--- config.mk ---
export PLATFORM = sky130hd
export DESIGN_NAME = pipeline_result_collector_flat
export DESIGN_NICKNAME = d
export VERILOG_FILES = /design/src/rtl/pipeline_result_collector_if.sv /design/src/rtl/pipeline_result_collector.sv /design/src/flat_wrapper.sv
export SDC_FILE = /design/constraint.sdc
export NUM_CORES = 1
export LEC_CHECK = 0
export CELL_PAD_IN_SITES_DETAIL_PLACEMENT = 0
export CELL_PAD_IN_SITES_GLOBAL_PLACEMENT = 1
export CORE_MARGIN = 10
export CORE_UTILIZATION = 42
export DETAILED_ROUTE_END_ITERATION = 16
export GPL_TIMING_DRIVEN = 0
export MAX_ROUTING_LAYER = met4
export PLACE_DENSITY_LB_ADDON = 0.1
export SLEW_MARGIN = 40
export SYNTH_ARGS = -nofsm -noshare
export SYNTH_HDL_FRONTEND = slang
export SYNTH_SLANG_ARGS = --single-unit
--- constraint.sdc ---
create_clock -name clk -period 7.2 [get_ports clk]
set_clock_uncertainty 0.2 [all_clocks]
set_input_delay 1.8 -clock clk [delete_from_list [all_inputs] [get_ports clk]]
set_output_delay 1.8 -clock clk [all_outputs]
set_load 0.02 [all_outputs]
--- src/rtl/pipeline_result_collector_if.sv ---
// Result-collector bus: job control, pipeline taps and result handshake.
// The master side is the job controller / pipeline; the slave is the collector.
interface pipeline_result_collector_if #(
    parameter int COUNT_WIDTH = 32
);
    logic                   start;
    logic [COUNT_WIDTH-1:0] expectedCount;
    logic                   botValidIn;
    logic [37:0]            summedDataIn;
    logic [2:0]             pcoeffCountIn;
    logic                   resultReady;
    logic                   busy;
    logic                   resultValid;
    logic [63:0]            totalSum;
    logic [COUNT_WIDTH+2:0] totalPcoeff;
    logic [COUNT_WIDTH-1:0] resultsReceived;
    logic                   strayResult;
    logic                   sumOverflow;

    modport master (
        output start,
        output expectedCount,
        output botValidIn,
        output summedDataIn,
        output pcoeffCountIn,
        output resultReady,
        input  busy,
        input  resultValid,
        input  totalSum,
        input  totalPcoeff,
        input  resultsReceived,
        input  strayResult,
        input  sumOverflow
    );

    modport slave (
        input  start,
        input  expectedCount,
        input  botValidIn,
        input  summedDataIn,
        input  pcoeffCountIn,
        input  resultReady,
        output busy,
        output resultValid,
        output totalSum,
        output totalPcoeff,
        output resultsReceived,
        output strayResult,
        output sumOverflow
    );
endinterface

--- src/rtl/pipeline_result_collector.sv ---
// Collects fullPipeline outputs on lag-delayed bot valids and accumulates
// per-job totals, handing them over on a valid/ready handshake.
module pipeline_result_collector #(
    parameter int OUTPUT_LAG  = 32,
    parameter int COUNT_WIDTH = 32
) (
    input  logic clk,
    input  logic rst,
    pipeline_result_collector_if.slave bus
);
    localparam int PW = COUNT_WIDTH + 3;

    typedef enum logic [1:0] {
        S_IDLE,
        S_RUN,
        S_DONE
    } state_e;

    state_e state_q, state_d;

    logic [OUTPUT_LAG-1:0]  lag_q, lag_d;
    logic [COUNT_WIDTH-1:0] expected_q, expected_d;
    logic [COUNT_WIDTH-1:0] received_q, received_d;
    logic [63:0]            total_sum_q, total_sum_d;
    logic [PW-1:0]          total_pcoeff_q, total_pcoeff_d;
    logic                   stray_q, stray_d;
    logic                   overflow_q, overflow_d;
    logic                   busy_q, busy_d;
    logic                   valid_q, valid_d;

    logic                   lag_valid;
    logic [64:0]            sum_ext;

    assign lag_valid = lag_q[OUTPUT_LAG-1];
    assign sum_ext   = {1'b0, total_sum_q} + {27'd0, bus.summedDataIn};

    always_comb begin
        // Only the strobe is delayed; data is tapped live from the pipeline.
        lag_d          = OUTPUT_LAG'({lag_q, bus.botValidIn});
        state_d        = state_q;
        expected_d     = expected_q;
        received_d     = received_q;
        total_sum_d    = total_sum_q;
        total_pcoeff_d = total_pcoeff_q;
        stray_d        = stray_q;
        overflow_d     = overflow_q;

        unique case (state_q)
            S_IDLE: begin
                stray_d = stray_q | lag_valid;
                if (bus.start) begin
                    expected_d     = bus.expectedCount;
                    received_d     = '0;
                    total_sum_d    = '0;
                    total_pcoeff_d = '0;
                    stray_d        = lag_valid;
                    overflow_d     = 1'b0;
                    if (bus.expectedCount == '0) begin
                        state_d = S_DONE;
                    end else begin
                        state_d = S_RUN;
                    end
                end
            end
            S_RUN: begin
                if (lag_valid) begin
                    total_sum_d    = sum_ext[63:0];
                    overflow_d     = overflow_q | sum_ext[64];
                    total_pcoeff_d = total_pcoeff_q + PW'(bus.pcoeffCountIn);
                    received_d     = received_q + COUNT_WIDTH'(1);
                    if (received_d == expected_q) begin
                        state_d = S_DONE;
                    end
                end
            end
            S_DONE: begin
                stray_d = stray_q | lag_valid;
                if (bus.resultReady) begin
                    state_d = S_IDLE;
                end
            end
            default: begin
                state_d = S_IDLE;
            end
        endcase

        busy_d  = (state_d == S_RUN);
        valid_d = (state_d == S_DONE);
    end

    always_ff @(posedge clk) begin
        if (rst) begin
            state_q        <= S_IDLE;
            lag_q          <= '0;
            expected_q     <= '0;
            received_q     <= '0;
            total_sum_q    <= '0;
            total_pcoeff_q <= '0;
            stray_q        <= 1'b0;
            overflow_q     <= 1'b0;
            busy_q         <= 1'b0;
            valid_q        <= 1'b0;
        end else begin
            state_q        <= state_d;
            lag_q          <= lag_d;
            expected_q     <= expected_d;
            received_q     <= received_d;
            total_sum_q    <= total_sum_d;
            total_pcoeff_q <= total_pcoeff_d;
            stray_q        <= stray_d;
            overflow_q     <= overflow_d;
            busy_q         <= busy_d;
            valid_q        <= valid_d;
        end
    end

    assign bus.busy            = busy_q;
    assign bus.resultValid     = valid_q;
    assign bus.totalSum        = total_sum_q;
    assign bus.totalPcoeff     = total_pcoeff_q;
    assign bus.resultsReceived = received_q;
    assign bus.strayResult     = stray_q;
    assign bus.sumOverflow     = overflow_q;
endmodule

--- src/flat_wrapper.sv ---
// flat-port wrapper written by rule: the top's interface ports become plain ports
module pipeline_result_collector_flat 
#(
    parameter int OUTPUT_LAG  = 32,
    parameter int COUNT_WIDTH = 32
)
  (clk, rst, bus_start, bus_expectedCount, bus_botValidIn, bus_summedDataIn, bus_pcoeffCountIn, bus_resultReady, bus_busy, bus_resultValid, bus_totalSum, bus_totalPcoeff, bus_resultsReceived, bus_strayResult, bus_sumOverflow);
  pipeline_result_collector_if #(.COUNT_WIDTH(COUNT_WIDTH)) bus_i ();
  input  logic clk;
  input  logic rst;
  input wire logic [$bits(bus_i.start)-1:0] bus_start;
  input wire logic [$bits(bus_i.expectedCount)-1:0] bus_expectedCount;
  input wire logic [$bits(bus_i.botValidIn)-1:0] bus_botValidIn;
  input wire logic [$bits(bus_i.summedDataIn)-1:0] bus_summedDataIn;
  input wire logic [$bits(bus_i.pcoeffCountIn)-1:0] bus_pcoeffCountIn;
  input wire logic [$bits(bus_i.resultReady)-1:0] bus_resultReady;
  output wire logic [$bits(bus_i.busy)-1:0] bus_busy;
  output wire logic [$bits(bus_i.resultValid)-1:0] bus_resultValid;
  output wire logic [$bits(bus_i.totalSum)-1:0] bus_totalSum;
  output wire logic [$bits(bus_i.totalPcoeff)-1:0] bus_totalPcoeff;
  output wire logic [$bits(bus_i.resultsReceived)-1:0] bus_resultsReceived;
  output wire logic [$bits(bus_i.strayResult)-1:0] bus_strayResult;
  output wire logic [$bits(bus_i.sumOverflow)-1:0] bus_sumOverflow;
  assign bus_i.start = bus_start;
  assign bus_i.expectedCount = bus_expectedCount;
  assign bus_i.botValidIn = bus_botValidIn;
  assign bus_i.summedDataIn = bus_summedDataIn;
  assign bus_i.pcoeffCountIn = bus_pcoeffCountIn;
  assign bus_i.resultReady = bus_resultReady;
  assign bus_busy = bus_i.busy;
  assign bus_resultValid = bus_i.resultValid;
  assign bus_totalSum = bus_i.totalSum;
  assign bus_totalPcoeff = bus_i.totalPcoeff;
  assign bus_resultsReceived = bus_i.resultsReceived;
  assign bus_strayResult = bus_i.strayResult;
  assign bus_sumOverflow = bus_i.sumOverflow;
  pipeline_result_collector #(.OUTPUT_LAG(OUTPUT_LAG), .COUNT_WIDTH(COUNT_WIDTH)) u_core (.clk(clk), .rst(rst), .bus(bus_i));
endmodule
==> flow_summary.json <==
{
  "status": "finished, final reports clean",
  "pwr_density_cell_mw_per_mm2": 183,
  "synthAdderAreaFrac_pct": 5.09,
  "cts_tree": "built",
  "setup_ws_ns": 1.81,
  "synth_compound_area_share_pct": 18.7,
  "io_buffers": 212,
  "end_kind": "register",
  "worstSetupPathType": "input pin to register",
  "vias": 10900,
  "finalCriticalPeriod_ns": 5.39,
  "ios": 213,
  "synth.top_cell.area_share_pct": 36.2,
  "tightest_slew_ns": 0.788,
  "vias_per_cell": 5.49,
  "cts-resized-gates": 0,
  "relSlewSlack_pct": 47.5,
  "synth_fp_nets": 1508,
  "final_cells": 1980,
  "ir_worst_vdd_mv": 0.174,
  "fin_nets": 1748,
  "ys.flop_type": "dfxtp_1",
  "yosys_warnings": 0,
  "finalHoldViolations": 0,
  "ys_seq_area_share_pct": 36.2,
  "cap_violations": 0,
  "syn_inst": 1386,
  "totalNegativeSetupSlack_ns": 0,
  "synth-simple-area-share_pct": 26.5,
  "path_clk_slew_ns": 0.06,
  "netlist_area_mm2": 0.0111,
  "cts_buffer_depth": 3,
  "reg2reg_depth": 13,
  "grt_pass1_wl_mm": 56.8,
  "grt_start_max_net_pins": 14,
  "cts_setup_buffers": 0,
  "whs_ns": 0.236,
  "antenna_left": 0,
  "syn_to_final_growth_pct": 31.1,
  "layout-drive-gt1-share_pct": 5.42,
  "yosys.cell_types.count": 75,
  "synthXorXnorAreaFrac_pct": 8.52,
  "ctsRootBufferMaster": "clkbuf_16",
  "crit_arrival_ns": 5.57,
  "dp.final_hpwl_mm": 27.3,
  "routabilityCongestion": 0.899,
  "clock_latency_ns": 0.53,
  "die_w_um": 183,
  "drc": 0,
  "startpoint": "bus_summedDataIn[0]",
  "setup_violations": 0,
  "max_freq_mhz": 185,
  "synth_top_area_cell": "dfxtp_1",
  "synth_area_per_cell_um2": 8.01,
  "wl_per_cell_um": 18.1,
  "cp-start-kind": "input pin",
  "leakage_nw": 5.30,
  "die_h_um": 183,
  "slew_violations": 0,
  "totalWireLength_mm": 35.9,
  "rsz0062_at_grt": "no",
  "place_ws_ns": 1.22,
  "muxShareOfSynthArea_pct": 0.361,
  "numCtsBuffers": 24,
  "synth_edf_count": 0,
  "crit_required_ns": 7.38,
  "cts_max_level": 1,
  "cts_sinks": 201,
  "dieArea_mm2": 0.0333,
  "antenna_found_initial": 2,
  "reg2reg_from": "u_core.bus.totalSum[0]",
  "core-area_mm2": 0.0261,
  "drt_iter0_markers": 733,
  "reg2reg_to": "u_core.bus.totalSum[48]",
  "synth_area_leaders": "dfxtp_1 (36%), a21oi_1 (6.5%), nand2_1 (5.6%), xnor2_1 (5.0%), ha_1 (4.7%)",
  "r2r_slack_ns": 3.15,
  "endpoint": "u_core.bus.totalSum[48]",
  "dr.pass1.iters": 5,
  "ys_ff_latch": 201,
  "synth_top_family_by_area": "simple AND/OR/NAND/NOR gates",
  "async_reset_ff_share_pct": 0,
  "finalPower_mw": 2.66,
  "grt_pass1_vias": 10400,
  "overflow": 0,
  "start_util_pct": 42.6,
  "track_usage_pct": 21.2,
  "num_rows": 59,
  "hold_class": "register to register",
  "final.period_utilization_pct": 74.9,
  "hold_buffers": 0,
  "dp_cells": 1934,
  "crit_fanout": 10
}
[logic make-up (layout without fill, tap and decap cells)]
| logic type | after synthesis | after routing |
|---|---|---|
| and+or+nand+nor | 580 | 580 |
| AOI/OAI and AO/OA | 341 | 341 |
| DFF | 201 | 201 |
| xor gates and xnor gates | 108 | 108 |
| buffers and inverters | 108 | 365 |
| adders and majority gates | 44 | 44 |
| muxes | 4 | 4 |
| other | 0 | 2 |
[through the flow]
step / instance area [um^2] / util, %
global placement: 13600 / 52.4
global route: 14600 / 55.9
finish: 14600 / 55.9
floorplan: 11100 / -
CTS: 14500 / 55.8
detailed placement: 13700 / 52.5
[cells in the final DEF (no fill, tap or decap), types with 45 or more instances in the layout]
| cell | instances |
|---|---|
| o21ai_0 | 68 |
| clkbuf_1 | 59 |
| xor2_1 | 45 |
| nor2_1 | 132 |
| xnor2_1 | 63 |
| nand3_1 | 45 |
| a21oi_1 | 144 |
| nand2_1 | 167 |
| clkdlybuf4s50_1 | 212 |
| dfxtp_1 | 201 |
[per-layer routing]
metal | GRT usage [%] | part of all wire (%)
met5 | - | 0
met3 | 3.48 | 5.3
met1 | 27.3 | 46
met4 | 6.15 | 2.4
met2 | 33.6 | 46
[cell usage after synthesis (all sizes together) (8+ instances only)]
| master | n |
|---|---|
| a21o | 13 |
| a22oi | 27 |
| nand2 | 167 |
| and3 | 17 |
| or3 | 22 |
| o21ai | 70 |
| xor2 | 45 |
| o31ai | 15 |
| clkbuf | 57 |
| nand3 | 45 |
| buf | 26 |
| nor4 | 22 |
| a31oi | 10 |
| or4 | 14 |
| ha | 42 |
| inv | 25 |
| and2 | 8 |
| nand2b | 12 |
| nor3 | 23 |
| dfxtp | 201 |
| nor2 | 132 |
| nand3b | 12 |
| xnor2 | 63 |
| nor2b | 42 |
| nand4 | 42 |
| a21oi | 144 |
[worst max-delay path, cell delays in order]
cell,delay [ns]
clkdlybuf4s50_1,0.46
ha_1,0.18
inv_1,0.06
fa_1,0.37
nand2b_1,0.20
a21oi_1,0.19
o21ai_0,0.20
a31o_2,0.31
a2111oi_0,0.67
o31ai_2,0.28
buf_2,0.26
buf_2,0.21
o31ai_1,0.27
a21oi_1,0.09
[final cells by class]
cell class                      count  area, um^2
Multi-Input combinational cell   1077        6600
Timing Repair Buffer              214        2140
Clock buffer                       28         636
Inverter                           25        93.8
Fill cell                        2483       11500
Sequential cell                   201        4020
Buffer                             83         419
Antenna cell                        2        5.00
Tap cell                          335         419
Clock inverter                     15         221
[worst min path at each step]
| stage | end | depth (start not counted) | start | slack, ns |
|---|---|---|---|---|
| final | u_core.lag_q[4] | 1 | u_core.lag_q[3] | 0.24 |
| after floorplan | u_core.lag_q[10] | 1 | u_core.lag_q[9] | 0.21 |
| after global routing | u_core.lag_q[21] | 1 | u_core.lag_q[20] | 0.26 |
| after global placement | u_core.lag_q[28] | 1 | u_core.lag_q[27] | 0.22 |
| after detailed placement | u_core.lag_q[10] | 1 | u_core.lag_q[9] | 0.22 |
| after CTS | u_core.lag_q[10] | 1 | u_core.lag_q[9] | 0.24 |
[where the power goes]
part | internal, mW | leakage (nW) | switching, mW
Combinational | 0.0903 | 3.25 | 0.115
Clock | 0.814 | 0.423 | 0.506
Sequential | 1.12 | 1.62 | 0.0102
Total | 2.03 | 5.30 | 0.631
[flip-flops by register name, indices dropped and copies added, names as in the netlist]
name and flops:
u_core.bus.busy 1, u_core.bus.resultValid 1, u_core.bus.resultsReceived 32, u_core.bus.strayResult 1
u_core.bus.sumOverflow 1, u_core.bus.totalPcoeff 35, u_core.bus.totalSum 64, u_core.expected_q 32
u_core.lag_q 32, u_core.state_q 2
No activity file was read; power rests on OpenSTA's default activity.
==> RTL change (same flow settings) <==
`OUTPUT_LAG` is set to 32 in 2 places; all go to 48.
--- a/src/rtl/pipeline_result_collector.sv
+++ b/src/rtl/pipeline_result_collector.sv
@@ -2,5 +2,5 @@
 // per-job totals, handing them over on a valid/ready handshake.
 module pipeline_result_collector #(
-    parameter int OUTPUT_LAG  = 32,
+    parameter int OUTPUT_LAG  = 48,
     parameter int COUNT_WIDTH = 32
 ) (
--- a/src/flat_wrapper.sv
+++ b/src/flat_wrapper.sv
@@ -2,5 +2,5 @@
 module pipeline_result_collector_flat 
 #(
-    parameter int OUTPUT_LAG  = 32,
+    parameter int OUTPUT_LAG  = 48,
     parameter int COUNT_WIDTH = 32
 )
Behaviour: no difference found for any inputs over 10 cycles, from zero or initial values and one cycle with rst high; that may be too few to reach the edited logic, so the function may still have changed.
==> RTL change against the original RTL <==
- sequential cell count up 16
- sequential share of layout area up 1.5 points
- sequential power up 9%
- worst setup slack better by 290 ps
- total power up 6.7%
- wire length up 4.6%
- area after synthesis up 3.9%
- design area up 2.6%
- largest power group unchanged
==> RTL change: results <==
group,metric,value,unit
placement,dp_hpwl,28300,um
clocking,cts_buffer_depth,3,
detailed_routing,totalWireLength,37600,um
synthesis,ys_warn_count,0,
synthesis,synthAdderAreaFrac,4.90,%
status,status,"complete, no violations",
clocking,postCtsSetupBuffers,0,
clocking,cts_htree_levels,1,
pwr,swShare,24.7,%
detailed_routing,drtPass1Iterations,5,
critical_path,cp.arrival,5350,ps
synthesis,syn-instance-count,1412,
synthesis,synth_common_cells,"217 x dfxtp_1, 164 x nand2_1, 137 x a21oi_1",
synthesis,synthXorXnorAreaFrac,9.03,%
placement,place.port_buffers,211,
grt,grt_max_degree,14,
synthesis,synth_mux_area_share,0.173,%
synthesis,syn_nets,1534,
grt,grt_pass1_wl,58700,um
detailed_routing,drt_iter0_markers,662,
clocking,clk_pin_slew_worst_paths,60,ps
synthesis,synth_compound_area_share,17.9,%
grt,track_usage,21.7,%
grt,grt_pass1_vias,10800,
min_path,hold_class,"flip-flop to flip-flop",
timing,tightestPinTransition,804,ps
synthesis,synth.distinct_cells,78,
synthesis,synth_flop_cell,"dfxtp_1",
placement,pre_cts_slack,1650,ps
cells_and_area,largest_reg_flops,64,
pwr,p_leak,5.45,nW
critical_path,path_max_fanout,10,
pwr,vdd_drop_max,0.176,mV
placement,placed_area,0.0141,mm^2
synthesis,yosysSeqAreaShare,37.6,%
cells_and_area,fill_cells,2567,
cells_and_area,final_nets,1772,
synthesis,synth.area.top_cells,"dfxtp_1 38%, a21oi_1 5.9%, nand2_1 5.3%",
clocking,cts_root_buf,"clkbuf_16",
placement,routabilityCongestion,0.901,
cells_and_area,finalNonFillerCells,2008,
grt,antenna_found_initial,1,
clocking,clock_latency,530,ps
clocking,postCtsResizedCells,0,
detailed_routing,viasPerCell,5.57,
synthesis,async_flop_share,0,%
cells_and_area,drive_gt1_share,5.40,%
clocking,cts-buffers-inserted,25,
==> RTL change: worst max-delay path, cell delays in order <==
cell and delay [ps]:
clkdlybuf4s50_1 460, ha_1 180, inv_1 60, fa_1 400
inv_1 70, a21oi_1 80, o21a_1 260, o211ai_1 670
a2111oi_2 200, o21bai_1 250, a21oi_2 170, buf_4 240
or3_1 350, a21oi_1 150
==> RTL change: final cells by class <==
cell class,count,area share (%)
repair buffers,211,14.1
plain buffers,82,2.29
well taps,341,2.86
flip-flops and latches,217,29.1
inverters,16,0.402
multi-input cells,1097,45.5
clock inverters,13,1.16
clock buffers,30,4.52
diodes,1,0.0168
==> RTL change: per-layer routing <==
layer / wire length [um] / up-vias / global-route usage, %
li1: - / 5503 / -
met1: 17300 / 5310 / 28.3
met2: 17200 / 315 / 34.6
met3: 2310 / 50 / 3.31
met4: 777 / 0 / 5.29
met5: 0 / - / -
==> RTL change: worst paths after layout <==
| path | cells after the start | to | slack [ps] | from |
|---|---|---|---|---|
| setup / recovery | 14 | u_core.bus.totalSum[46] | 2100 | bus_summedDataIn[0] |
| hold / removal | 1 | u_core.lag_q[40] | 230 | u_core.lag_q[39] |
| setup reg to reg | 13 | u_core.bus.totalSum[46] | 3460 | u_core.bus.totalSum[0] |
| hold reg to reg | 1 | u_core.lag_q[40] | 230 | u_core.lag_q[39] |
==> RTL change: logic make-up after synthesis <==
kind of cell,after synthesis
AO/OA/AOI/OAI,341
XOR/XNOR,119
adder cells (fa/ha/maj),44
buffers and inverters,98
flip-flops,217
multiplexers,2
AND/OR/NAND/NOR,591
==> RTL change: power by group through the flow <==
stage	combinational [mW]	sequential [mW]	clock (mW)
global route	0.300	1.23	1.41
detailed placement	0.271	1.26	0
floorplan	0.151	1.26	0
CTS	0.273	1.23	1.36
finish	0.275	1.23	1.33
global placement	0.271	1.26	0
==> RTL change: per-stage QoR <==
stage	hold WS [ps]	utilization (%)
floorplan	214	-
global placement	216	52.1
detailed placement	220	52.1
CTS	234	55.2
global route	253	55.2
finish	233	55.2
